### src/rtl/alu_pkg.sv
// alu_pkg: shared encodings for the ALU control / multiply-divide block.
//   - ALU opcodes driven to the execute-stage ALU
//   - operation-class select codes (i_operation)
//   - funct codes for multi-cycle ops and HI/LO moves
//   - multiply/divide FSM state encoding
package alu_pkg;

  // ALU opcodes (the ALU's own encoding, not the MIPS funct numbering).
  localparam logic [3:0] ALU_SLL  = 4'b0000;
  localparam logic [3:0] ALU_SLLV = 4'b0001;
  localparam logic [3:0] ALU_SRL  = 4'b0010;
  localparam logic [3:0] ALU_SRA  = 4'b0011;
  localparam logic [3:0] ALU_SRLV = 4'b0110;
  localparam logic [3:0] ALU_SLT  = 4'b1001;
  localparam logic [3:0] ALU_SRAV = 4'b1010;
  localparam logic [3:0] ALU_SUB  = 4'b1011;
  localparam logic [3:0] ALU_ADD  = 4'b1100;

  // Operation classes.
  localparam logic [1:0] OPSEL_RTYPE  = 2'b00;
  localparam logic [1:0] OPSEL_MEM    = 2'b01;
  localparam logic [1:0] OPSEL_BRANCH = 2'b10;
  localparam logic [1:0] OPSEL_SLTI   = 2'b11;

  // funct codes handled by this block.
  localparam logic [5:0] FUNCT_MFHI  = 6'b010000;
  localparam logic [5:0] FUNCT_MTHI  = 6'b010001;
  localparam logic [5:0] FUNCT_MFLO  = 6'b010010;
  localparam logic [5:0] FUNCT_MTLO  = 6'b010011;
  localparam logic [5:0] FUNCT_MULT  = 6'b011000;
  localparam logic [5:0] FUNCT_MULTU = 6'b011001;
  localparam logic [5:0] FUNCT_DIV   = 6'b011010;
  localparam logic [5:0] FUNCT_DIVU  = 6'b011011;

  // Multiply/divide sequencer states.
  typedef enum logic [1:0] {
    ST_IDLE = 2'd0,
    ST_BUSY = 2'd1,
    ST_FIX  = 2'd2,
    ST_DONE = 2'd3
  } md_state_e;

  function automatic logic is_md_funct(input logic [5:0] f);
    return (f == FUNCT_MULT) || (f == FUNCT_MULTU) ||
           (f == FUNCT_DIV)  || (f == FUNCT_DIVU);
  endfunction

endpackage

### src/rtl/md_iter_unit.sv
// md_iter_unit: iterative unsigned multiply / restoring divide datapath.
// Operates on magnitudes only; sign handling lives in the controller.
//   i_clock, i_reset_n : clock, async active-low reset
//   i_load             : capture operands, clear accumulator and step counter
//   i_step             : perform one shift-add / shift-subtract step
//   i_is_div           : 1 = divide step, 0 = multiply step
//   i_a_mag, i_b_mag   : multiplier/dividend and multiplicand/divisor magnitudes
//   o_last_step        : high during the step that completes NB_DATA steps
//   o_acc_hi, o_acc_lo : mult: product upper/lower; div: remainder/quotient
module md_iter_unit #(
  parameter int NB_DATA = 32
) (
  input  logic               i_clock,
  input  logic               i_reset_n,
  input  logic               i_load,
  input  logic               i_step,
  input  logic               i_is_div,
  input  logic [NB_DATA-1:0] i_a_mag,
  input  logic [NB_DATA-1:0] i_b_mag,
  output logic               o_last_step,
  output logic [NB_DATA-1:0] o_acc_hi,
  output logic [NB_DATA-1:0] o_acc_lo
);

  localparam int CW = $clog2(NB_DATA) + 1;

  logic [NB_DATA-1:0] hi_q, hi_d, lo_q, lo_d, b_q;
  logic [CW-1:0]      cnt_q;
  logic [NB_DATA:0]   mul_sum;
  logic [NB_DATA:0]   div_shift;
  logic [NB_DATA-1:0] div_sub;
  logic               div_ge;

  // Multiply: {hi,lo} holds {partial product, remaining multiplier bits};
  // add the multiplicand when the multiplier LSB is set, then shift right.
  // Divide: {hi,lo} holds {partial remainder, remaining dividend bits};
  // shift left, subtract the divisor if it fits, shift the quotient bit in.
  always_comb begin
    mul_sum   = {1'b0, hi_q} + (lo_q[0] ? {1'b0, b_q} : '0);
    div_shift = {hi_q, lo_q[NB_DATA-1]};
    div_ge    = (div_shift >= {1'b0, b_q});
    // When the subtraction succeeds the difference is below the divisor,
    // so the low NB_DATA bits carry the whole result.
    div_sub   = div_shift[NB_DATA-1:0] - b_q;
    hi_d      = hi_q;
    lo_d      = lo_q;
    if (i_is_div) begin
      if (div_ge) begin
        hi_d = div_sub;
        lo_d = {lo_q[NB_DATA-2:0], 1'b1};
      end else begin
        hi_d = div_shift[NB_DATA-1:0];
        lo_d = {lo_q[NB_DATA-2:0], 1'b0};
      end
    end else begin
      hi_d = mul_sum[NB_DATA:1];
      lo_d = {mul_sum[0], lo_q[NB_DATA-1:1]};
    end
  end

  always_ff @(posedge i_clock or negedge i_reset_n) begin
    if (!i_reset_n) begin
      hi_q  <= '0;
      lo_q  <= '0;
      b_q   <= '0;
      cnt_q <= '0;
    end else if (i_load) begin
      hi_q  <= '0;
      lo_q  <= i_a_mag;
      b_q   <= i_b_mag;
      cnt_q <= '0;
    end else if (i_step) begin
      hi_q  <= hi_d;
      lo_q  <= lo_d;
      cnt_q <= cnt_q + 1'b1;
    end
  end

  assign o_last_step = i_step && (cnt_q == CW'(NB_DATA - 1));
  assign o_acc_hi    = hi_q;
  assign o_acc_lo    = lo_q;

endmodule

### src/rtl/alu_md_ctrl.sv
// alu_md_ctrl: execute-stage ALU decode plus multi-cycle MULT/DIV sequencer
// with architectural HI/LO registers.
//   i_clock, i_reset_n       : clock, async active-low reset
//   i_valid, i_flush         : instruction valid / squash (also aborts MULT/DIV)
//   i_operation              : class 00 R-type, 01 load/store, 10 branch, 11 SLTI
//   i_ctrl_opcode            : funct field
//   i_rs_data, i_rt_data     : operands
//   o_alu_opcode             : ALU opcode (combinational, reset-independent)
//   o_second_ope_sa          : ALU second operand is shamt
//   o_first_ope_rt           : ALU first operand is rt
//   o_stall                  : freeze IF/ID/EX while MULT/DIV runs
//   o_hilo_data              : HI for MFHI, else LO
//   o_hi, o_lo               : architectural HI/LO
//   o_md_done, o_div_by_zero : one-cycle pulses when HI/LO were just written
// Handshake: an instruction is accepted on a rising edge when i_valid is high
// and i_flush is low; a MULT/DIV then holds o_stall high until the DONE cycle,
// in which the held instruction retires without restarting.
module alu_md_ctrl
  import alu_pkg::*;
#(
  parameter int NB_DATA        = 32,
  parameter int NB_CTRL_OPCODE = 6,
  parameter int NB_ALU_OPCODE  = 4,
  parameter int NB_ALU_OP_SEL  = 2
) (
  input  logic                      i_clock,
  input  logic                      i_reset_n,
  input  logic                      i_valid,
  input  logic                      i_flush,
  input  logic [NB_ALU_OP_SEL-1:0]  i_operation,
  input  logic [NB_CTRL_OPCODE-1:0] i_ctrl_opcode,
  input  logic [NB_DATA-1:0]        i_rs_data,
  input  logic [NB_DATA-1:0]        i_rt_data,
  output logic [NB_ALU_OPCODE-1:0]  o_alu_opcode,
  output logic                      o_second_ope_sa,
  output logic                      o_first_ope_rt,
  output logic                      o_stall,
  output logic [NB_DATA-1:0]        o_hilo_data,
  output logic [NB_DATA-1:0]        o_hi,
  output logic [NB_DATA-1:0]        o_lo,
  output logic                      o_md_done,
  output logic                      o_div_by_zero
);

  md_state_e          state_q, state_d;
  logic [3:0]         alu_op;
  logic               is_rtype, start, load, step, last_step, hilo_wr, stall;
  logic               mt_ok, op_signed, op_div, a_neg, b_neg;
  logic [NB_DATA-1:0] a_mag, b_mag, acc_hi, acc_lo;
  logic               neg_res_q, neg_rem_q, is_div_q, dz_q;
  logic [NB_DATA-1:0] hi_q, hi_d, lo_q, lo_d;
  logic [2*NB_DATA-1:0] prod_fix;
  logic [NB_DATA-1:0] quo_fix, rem_fix, res_hi, res_lo;

  // ---------------- ALU decode (pure combinational) ----------------
  always_comb begin
    alu_op = ALU_ADD;
    case (i_operation)
      OPSEL_RTYPE:  alu_op = i_ctrl_opcode[3:0];
      OPSEL_MEM:    alu_op = ALU_ADD;
      OPSEL_BRANCH: alu_op = ALU_SUB;
      default:      alu_op = ALU_SLT;
    endcase
  end

  assign o_alu_opcode    = NB_ALU_OPCODE'(alu_op);
  assign o_second_ope_sa = (alu_op == ALU_SLL) || (alu_op == ALU_SRL) || (alu_op == ALU_SRA);
  assign o_first_ope_rt  = (alu_op == ALU_SRAV) || (alu_op == ALU_SRLV) || (alu_op == ALU_SLLV);

  // ---------------- operand preparation ----------------
  assign is_rtype  = (i_operation == OPSEL_RTYPE);
  assign start     = i_valid && !i_flush && is_rtype && is_md_funct(i_ctrl_opcode);
  assign op_signed = (i_ctrl_opcode == FUNCT_MULT) || (i_ctrl_opcode == FUNCT_DIV);
  assign op_div    = (i_ctrl_opcode == FUNCT_DIV)  || (i_ctrl_opcode == FUNCT_DIVU);
  assign a_neg     = op_signed && i_rs_data[NB_DATA-1];
  assign b_neg     = op_signed && i_rt_data[NB_DATA-1];
  assign a_mag     = a_neg ? -i_rs_data : i_rs_data;
  assign b_mag     = b_neg ? -i_rt_data : i_rt_data;

  // ---------------- sequencer FSM ----------------
  always_ff @(posedge i_clock or negedge i_reset_n) begin
    if (!i_reset_n) state_q <= ST_IDLE;
    else            state_q <= state_d;
  end

  always_comb begin
    state_d = state_q;
    load    = 1'b0;
    step    = 1'b0;
    hilo_wr = 1'b0;
    stall   = 1'b0;
    case (state_q)
      ST_IDLE: begin
        if (start) begin
          load    = 1'b1;
          stall   = 1'b1;
          state_d = ST_BUSY;
        end
      end
      ST_BUSY: begin
        stall = 1'b1;
        if (i_flush) begin
          state_d = ST_IDLE;
        end else begin
          step = 1'b1;
          if (last_step) state_d = ST_FIX;
        end
      end
      ST_FIX: begin
        stall = 1'b1;
        if (i_flush) begin
          state_d = ST_IDLE;
        end else begin
          hilo_wr = 1'b1;
          state_d = ST_DONE;
        end
      end
      // The held instruction retires here; start is deliberately ignored.
      ST_DONE: state_d = ST_IDLE;
      default: state_d = ST_IDLE;
    endcase
  end

  assign o_stall       = stall;
  assign o_md_done     = (state_q == ST_DONE);
  assign o_div_by_zero = (state_q == ST_DONE) && dz_q;

  // Sign/op-type context captured at start, used by the FIX step.
  always_ff @(posedge i_clock or negedge i_reset_n) begin
    if (!i_reset_n) begin
      neg_res_q <= 1'b0;
      neg_rem_q <= 1'b0;
      is_div_q  <= 1'b0;
      dz_q      <= 1'b0;
    end else if (load) begin
      neg_res_q <= a_neg ^ b_neg;
      neg_rem_q <= a_neg;
      is_div_q  <= op_div;
      dz_q      <= op_div && (i_rt_data == '0);
    end
  end

  md_iter_unit #(.NB_DATA(NB_DATA)) u_iter (
    .i_clock     (i_clock),
    .i_reset_n   (i_reset_n),
    .i_load      (load),
    .i_step      (step),
    .i_is_div    (is_div_q),
    .i_a_mag     (a_mag),
    .i_b_mag     (b_mag),
    .o_last_step (last_step),
    .o_acc_hi    (acc_hi),
    .o_acc_lo    (acc_lo)
  );

  // ---------------- sign fix-up ----------------
  // A zero divisor leaves |dividend| in the remainder and all ones in the
  // quotient; restoring the dividend sign gives HI = dividend, and LO is
  // forced to all ones regardless of operand signs.
  always_comb begin
    prod_fix = neg_res_q ? -{acc_hi, acc_lo} : {acc_hi, acc_lo};
    quo_fix  = neg_res_q ? -acc_lo : acc_lo;
    rem_fix  = neg_rem_q ? -acc_hi : acc_hi;
    if (is_div_q) begin
      res_hi = rem_fix;
      res_lo = dz_q ? '1 : quo_fix;
    end else begin
      res_hi = prod_fix[2*NB_DATA-1:NB_DATA];
      res_lo = prod_fix[NB_DATA-1:0];
    end
  end

  // ---------------- HI/LO registers ----------------
  assign mt_ok = (state_q == ST_IDLE) && i_valid && !i_flush && !start && is_rtype;

  always_comb begin
    hi_d = hi_q;
    lo_d = lo_q;
    if (hilo_wr) begin
      hi_d = res_hi;
      lo_d = res_lo;
    end else if (mt_ok && (i_ctrl_opcode == FUNCT_MTHI)) begin
      hi_d = i_rs_data;
    end else if (mt_ok && (i_ctrl_opcode == FUNCT_MTLO)) begin
      lo_d = i_rs_data;
    end
  end

  always_ff @(posedge i_clock or negedge i_reset_n) begin
    if (!i_reset_n) begin
      hi_q <= '0;
      lo_q <= '0;
    end else begin
      hi_q <= hi_d;
      lo_q <= lo_d;
    end
  end

  assign o_hi        = hi_q;
  assign o_lo        = lo_q;
  assign o_hilo_data = (i_ctrl_opcode == FUNCT_MFHI) ? hi_q : lo_q;

endmodule

### config.mk
export PLATFORM = sky130hd
export DESIGN_NAME = alu_md_ctrl
export DESIGN_NICKNAME = d
export VERILOG_FILES = /design/src/rtl/alu_pkg.sv /design/src/rtl/md_iter_unit.sv /design/src/rtl/alu_md_ctrl.sv
export SDC_FILE = /design/constraint.sdc
export NUM_CORES = 1
export LEC_CHECK = 0
export BUFFER_PORTS_ARGS = -buffer_cell sky130_fd_sc_hd__buf_2
export CORE_MARGIN = 3
export CORE_UTILIZATION = 39
export CTS_BUF_LIST = sky130_fd_sc_hd__clkbuf_4 sky130_fd_sc_hd__clkbuf_8 sky130_fd_sc_hd__clkbuf_16
export DETAILED_ROUTE_END_ITERATION = 8
export PLACE_DENSITY_LB_ADDON = 0.08
export RECOVER_POWER = 50
export SETUP_SLACK_MARGIN = 0.5
export SLEW_MARGIN = 15
export SYNTH_ARGS = -nofsm -noshare
export SYNTH_HDL_FRONTEND = slang
export SYNTH_SLANG_ARGS = --single-unit
### constraint.sdc
create_clock -name i_clock -period 3.3 [get_ports i_clock]
set_clock_uncertainty 0.05 [all_clocks]
set_input_delay 0.66 -clock i_clock [delete_from_list [all_inputs] [get_ports i_clock]]
set_output_delay 0.66 -clock i_clock [all_outputs]
set_load 0.02 [all_outputs]
==> report_table.html <==
<table>
<tr><th>Metric</th><th>Value</th></tr>
<tr><th colspan="2">Outcome</th></tr>
<tr><td>Result of the run</td><td>finished with violations</td></tr>
<tr><td>Failing checks</td><td>capacitance limit, slew limit, setup timing</td></tr>
<tr><th colspan="2">Synthesis</th></tr>
<tr><td>Count of state elements after synthesis</td><td>172</td></tr>
<tr><td>Async set-or-reset flop fraction in the synthesized netlist</td><td>100%</td></tr>
<tr><td>Synthesized netlist cell count</td><td>1955</td></tr>
<tr><td>Mean cell area of the mapped netlist</td><td>7.80 sq um</td></tr>
<tr><td>Most used flip-flop cell after synthesis</td><td>sky130_fd_sc_hd__dfrtp_1</td></tr>
<tr><td>Number of enable flip-flop cells after synthesis</td><td>0</td></tr>
<tr><td>Combined area of all synthesized cells</td><td>15200 sq um</td></tr>
<tr><td>Sequential share of the synthesized area</td><td>28.2%</td></tr>
<tr><td>Yosys warning count</td><td>0</td></tr>
<tr><td>Unique masters post-synth</td><td>81</td></tr>
<tr><td>Post-Syn Nets</td><td>2109</td></tr>
<tr><th colspan="2">Detailed routing</th></tr>
<tr><td>Number of vias per cell</td><td>5.67</td></tr>
<tr><td>Total via count after detailed routing</td><td>16100</td></tr>
<tr><td>Number of iterations in the first detailed-routing pass</td><td>7</td></tr>
<tr><td>DRC violation count after routing</td><td>0</td></tr>
<tr><td>First DRT Iteration DRCs</td><td>1333</td></tr>
<tr><td>Final antenna-violating net count</td><td>0</td></tr>
<tr><td>Routed wirelength normalized by instance count</td><td>20.5 um</td></tr>
<tr><td>Total wire length after detailed routing</td><td>58.4 mm</td></tr>
<tr><th colspan="2">Pwr</th></tr>
<tr><td>Power density over the cells</td><td>897 nW/um^2</td></tr>
<tr><td>Worst vdd rail ir drop</td><td>422 uV</td></tr>
<tr><td>Leakage power total</td><td>8.75 nW</td></tr>
<tr><th colspan="2">Timing</th></tr>
<tr><td>Maximum operating frequency</td><td>299 MHz</td></tr>
<tr><td>Time the final worst path needs with I/O delays and setup</td><td>3350 ps</td></tr>
<tr><td>Slew Limit Headroom</td><td>-20.8%</td></tr>
<tr><td>Transition time at the pin with the least slew margin</td><td>1810 ps</td></tr>
<tr><td>Max-slew violation total from the final report</td><td>65</td></tr>
<tr><td>Final setup margin</td><td>-46.9 ps</td></tr>
<tr><td>Setup repair after global routing missed its margin</td><td>true</td></tr>
<tr><td>Setup-violating endpoint count in the final report</td><td>2</td></tr>
<tr><td>Hold Violations, Final</td><td>0</td></tr>
<tr><td>Final clock period utilization by the worst path</td><td>101%</td></tr>
<tr><th colspan="2">Die</th></tr>
<tr><td>Placement row count</td><td>71</td></tr>
<tr><td>Horiz. Die Dim</td><td>204 um</td></tr>
<tr><td>Initial Utilization</td><td>40.0%</td></tr>
<tr><td>Area of the core</td><td>38100 sq um</td></tr>
<tr><td>Die Outline Area</td><td>41500 sq um</td></tr>
<tr><td>Height of the die</td><td>204 um</td></tr>
<tr><td>Number of top-level pins</td><td>181</td></tr>
<tr><th colspan="2">Hold path</th></tr>
<tr><td>Startpoint of the lowest-slack hold path</td><td>u_iter.b_q[14]$_DFFE_PN0P_</td></tr>
<tr><td>Number of cells on the worst hold path</td><td>2</td></tr>
<tr><td>Kind of path behind the tightest hold check</td><td>flip-flop to flip-flop</td></tr>
<tr><td>Hold Crit Endpoint</td><td>u_iter.b_q[14]$_DFFE_PN0P_</td></tr>
<tr><th colspan="2">Critical path</th></tr>
<tr><td>Element type at the critical path start</td><td>flip-flop</td></tr>
<tr><td>Slack of the worst reg-to-reg path</td><td>-50 ps</td></tr>
<tr><td>CP endpoint kind</td><td>flip-flop</td></tr>
<tr><td>Worst Path Max Fanout</td><td>3</td></tr>
<tr><td>Data arrival time of the worst path</td><td>3630 ps</td></tr>
<tr><td>Critical R2R Capture</td><td>u_iter.o_acc_hi[30]$_DFFE_PN0P_</td></tr>
<tr><td>Launch instance of the worst register-to-register path</td><td>u_iter.o_acc_lo[31]$_DFFE_PN0P_</td></tr>
<tr><td>Required @ worst endpoint</td><td>3580 ps</td></tr>
<tr><td>Depth of the most critical reg-to-reg path</td><td>13</td></tr>
<tr><td>WS Path Type</td><td>flip-flop to flip-flop</td></tr>
<tr><th colspan="2">Placement</th></tr>
<tr><td>Place WS</td><td>-183 ps</td></tr>
<tr><td>HPWL Detailed</td><td>43.1 mm</td></tr>
<tr><td>Port buffer count</td><td>180</td></tr>
<tr><td>Placed instance area</td><td>18100 sq um</td></tr>
<tr><td>Routability cong.</td><td>0.925</td></tr>
<tr><th colspan="2">Layout</th></tr>
<tr><td>Total Nets Final</td><td>2476</td></tr>
<tr><td>Summed area of non-filler cells in the final layout</td><td>20600 sq um</td></tr>
<tr><td>Commonest non-fill, non-tap cell in the layout</td><td>sky130_fd_sc_hd__nand2_1</td></tr>
<tr><td>Commonest non-fill, non-tap cells in the layout</td><td>sky130_fd_sc_hd__nand2_1, sky130_fd_sc_hd__buf_4, sky130_fd_sc_hd__dfrtp_1, sky130_fd_sc_hd__buf_2, sky130_fd_sc_hd__o21ai_0</td></tr>
<tr><td>Synthesis-to-finish area growth</td><td>35.3%</td></tr>
<tr><td>Fill cell total of the finished layout</td><td>3677</td></tr>
<tr><td>Layout cells sized above 1</td><td>31.1%</td></tr>
<tr><th colspan="2">Clock network</th></tr>
<tr><td>Number of clock buffers inserted by TritonCTS</td><td>17</td></tr>
<tr><td>Worst-path clk slew</td><td>80 ps</td></tr>
<tr><td>Clock tree from TritonCTS</td><td>built</td></tr>
<tr><td>Library cell used as clock root buffer</td><td>sky130_fd_sc_hd__clkbuf_16</td></tr>
<tr><td>Maximum root-to-sink buffer count</td><td>2</td></tr>
<tr><td>H-tree levels</td><td>4</td></tr>
<tr><td>Skew-Pair Late Insertion Delay</td><td>460 ps</td></tr>
<tr><td>Number of sinks driven by the clock tree</td><td>172</td></tr>
<tr><td>Hold-fix buffers, CTS</td><td>0</td></tr>
<tr><th colspan="2">Run</th></tr>
<tr><td>Count of max-cap constraint violations</td><td>1</td></tr>
<tr><th colspan="2">Global routing</th></tr>
<tr><td>First-pass GRT wire length</td><td>89.1 mm</td></tr>
<tr><td>Number of antenna violations at the first check in global routing</td><td>1</td></tr>
<tr><td>Largest net degree at the start of global routing</td><td>65</td></tr>
<tr><td>Total routing resource utilization after global routing</td><td>27.3%</td></tr>
<tr><td>Number of global-route vias before repair</td><td>15700</td></tr>
<tr><td>GRT overflow</td><td>0</td></tr>
</table>
worst max-delay path: stages, from the launching register on:
cell,delay [ps]
sky130_fd_sc_hd__dfrtp_1,400
sky130_fd_sc_hd__inv_2,90
sky130_fd_sc_hd__ha_4,150
sky130_fd_sc_hd__inv_2,40
sky130_fd_sc_hd__fa_2,380
sky130_fd_sc_hd__a211o_1,350
sky130_fd_sc_hd__a211oi_2,290
sky130_fd_sc_hd__o21ai_2,140
sky130_fd_sc_hd__a311oi_2,310
sky130_fd_sc_hd__a21oi_2,130
sky130_fd_sc_hd__and3_4,190
sky130_fd_sc_hd__or4_4,410
sky130_fd_sc_hd__a211oi_2,210
sky130_fd_sc_hd__o21ai_1,80
state kept, by name, indices dropped and copies added, names as in the netlist:
signal and count:
u_iter.b_q 32, u_iter.cnt_q 6, u_iter.o_acc_hi 32, is_div_q 1, neg_res_q 1, o_hi 32
dz_q 1, u_iter.o_acc_lo 32, neg_rem_q 1, o_lo 32, state_q 2
worst max-delay path by stage:
| stage | start | endpoint | depth (start not counted) |
|---|---|---|---|
| after global routing | u_iter.o_acc_lo[31]$_DFFE_PN0P_ | u_iter.o_acc_hi[26]$_DFFE_PN0P_ | 14 |
| after detailed placement | u_iter.o_acc_lo[0]$_DFFE_PN0P_ | u_iter.o_acc_hi[27]$_DFFE_PN0P_ | 13 |
| after floorplan | u_iter.o_acc_lo[31]$_DFFE_PN0P_ | u_iter.o_acc_hi[30]$_DFFE_PN0P_ | 13 |
| after global placement | u_iter.o_acc_lo[0]$_DFFE_PN0P_ | u_iter.o_acc_hi[27]$_DFFE_PN0P_ | 13 |
| final | u_iter.o_acc_lo[31]$_DFFE_PN0P_ | u_iter.o_acc_hi[30]$_DFFE_PN0P_ | 13 |
| after CTS | u_iter.o_acc_lo[31]$_DFFE_PN0P_ | u_iter.o_acc_hi[30]$_DFFE_PN0P_ | 13 |
repair_timing:
item | CTS | global route
endpoints found under the hold margin | 0 | 0
setup buffers | 49 | 26
resized for setup | 188 | 135
cloned | 5 | 0
pin swaps | 70 | 65
endpoints found under the setup margin | 93 | 69
per-layer routing:
metal | track usage [%] | share of wire (%)
met1 | 37.4 | 45
met3 | 3.37 | 5.2
met5 | 0 | 0
met2 | 45.3 | 47
met4 | 7.82 | 2.2
area by class of cell:
class	count	area (sq um)	area share [%]
antenna	1	2.50	0.0121
clock buffer	18	439	2.13
clock inverter	13	214	1.04
inverter	66	253	1.23
multi-input combinational	1600	11500	55.7
sequential	172	4310	20.9
tap	511	639	3.10
timing repair buffer	464	3270	15.9
timing repair inverter	1	7.51	0.0364
cell usage after synthesis, types with 5 or more instances:
master / instances / share of area, %
sky130_fd_sc_hd__a211o_1: 6 / 0.34
sky130_fd_sc_hd__mux2_2: 33 / 2.4
sky130_fd_sc_hd__or3_1: 17 / 0.70
sky130_fd_sc_hd__clkbuf_1: 103 / 2.5
sky130_fd_sc_hd__a211oi_1: 9 / 0.44
sky130_fd_sc_hd__nand3_1: 28 / 0.92
sky130_fd_sc_hd__a31oi_1: 43 / 1.8
sky130_fd_sc_hd__o31ai_1: 21 / 1.0
sky130_fd_sc_hd__nor2_1: 148 / 3.6
sky130_fd_sc_hd__nor4_1: 17 / 0.70
sky130_fd_sc_hd__o41ai_1: 9 / 0.52
sky130_fd_sc_hd__inv_1: 66 / 1.6
sky130_fd_sc_hd__a21o_1: 21 / 1.0
sky130_fd_sc_hd__nor2b_1: 17 / 0.70
sky130_fd_sc_hd__buf_1: 9 / 0.22
sky130_fd_sc_hd__a21oi_1: 134 / 4.4
sky130_fd_sc_hd__o211ai_1: 45 / 2.2
sky130_fd_sc_hd__nor3_1: 45 / 1.5
sky130_fd_sc_hd__o21a_1: 12 / 0.59
sky130_fd_sc_hd__or4_1: 9 / 0.44
sky130_fd_sc_hd__and4_1: 5 / 0.29
sky130_fd_sc_hd__a22oi_1: 7 / 0.34
sky130_fd_sc_hd__o221ai_1: 5 / 0.29
sky130_fd_sc_hd__nand2_1: 318 / 7.8
sky130_fd_sc_hd__a32oi_1: 34 / 2.0
sky130_fd_sc_hd__nand3b_1: 6 / 0.30
sky130_fd_sc_hd__and2_1: 9 / 0.37
sky130_fd_sc_hd__mux2i_1: 48 / 3.2
sky130_fd_sc_hd__o21ai_1: 5 / 0.16
sky130_fd_sc_hd__or2_2: 7 / 0.29
sky130_fd_sc_hd__ha_1: 76 / 6.2
sky130_fd_sc_hd__dfrtp_1: 172 / 28
sky130_fd_sc_hd__o21ai_0: 161 / 5.3
sky130_fd_sc_hd__nand4_1: 19 / 0.78
sky130_fd_sc_hd__nor3b_1: 5 / 0.25
sky130_fd_sc_hd__xor2_1: 93 / 5.3
sky130_fd_sc_hd__and3_1: 19 / 0.78
sky130_fd_sc_hd__o21bai_1: 9 / 0.44
sky130_fd_sc_hd__xnor2_1: 76 / 4.4
sky130_fd_sc_hd__nand2b_1: 16 / 0.66
where the power goes:
part,internal (mW),switching [mW],leakage (nW),total (mW)
Clock,1.37,0.984,0.307,2.35
Combinational,5.66,6.71,6.41,12.4
Sequential,2.91,0.859,2.03,3.77
kinds of logic (layout without fill, tap and decap cells):
kind of cell / Yosys count / count (layout) / synth area share (%)
multiplexers: 81 / 81 / 5.59
other: 0 / 1 / 0
AO/OA/AOI/OAI: 566 / 567 / 23.8
XOR/XNOR: 169 / 169 / 9.71
flip-flops: 172 / 172 / 28.2
AND/OR/NAND/NOR: 705 / 705 / 21.5
adder cells (fa/ha/maj): 78 / 78 / 6.50
buffers and inverters: 184 / 562 / 4.61
through the flow:
step	power [mW]	TNS, ps	util [%]	hold WS [ps]	std cells
6_report	18.5	-52.6	54.1	432	2846
5_1_grt	19.6	-339	54.1	448	2845
2_1_floorplan	9.80	0	-	314	1955
3_3_place_gp	13.6	-491	47.4	413	2734
3_5_place_dp	13.7	-351	47.4	421	2734
4_1_cts	17.6	0	52.4	185	2819
No activity file was read; power rests on OpenSTA's default activity.
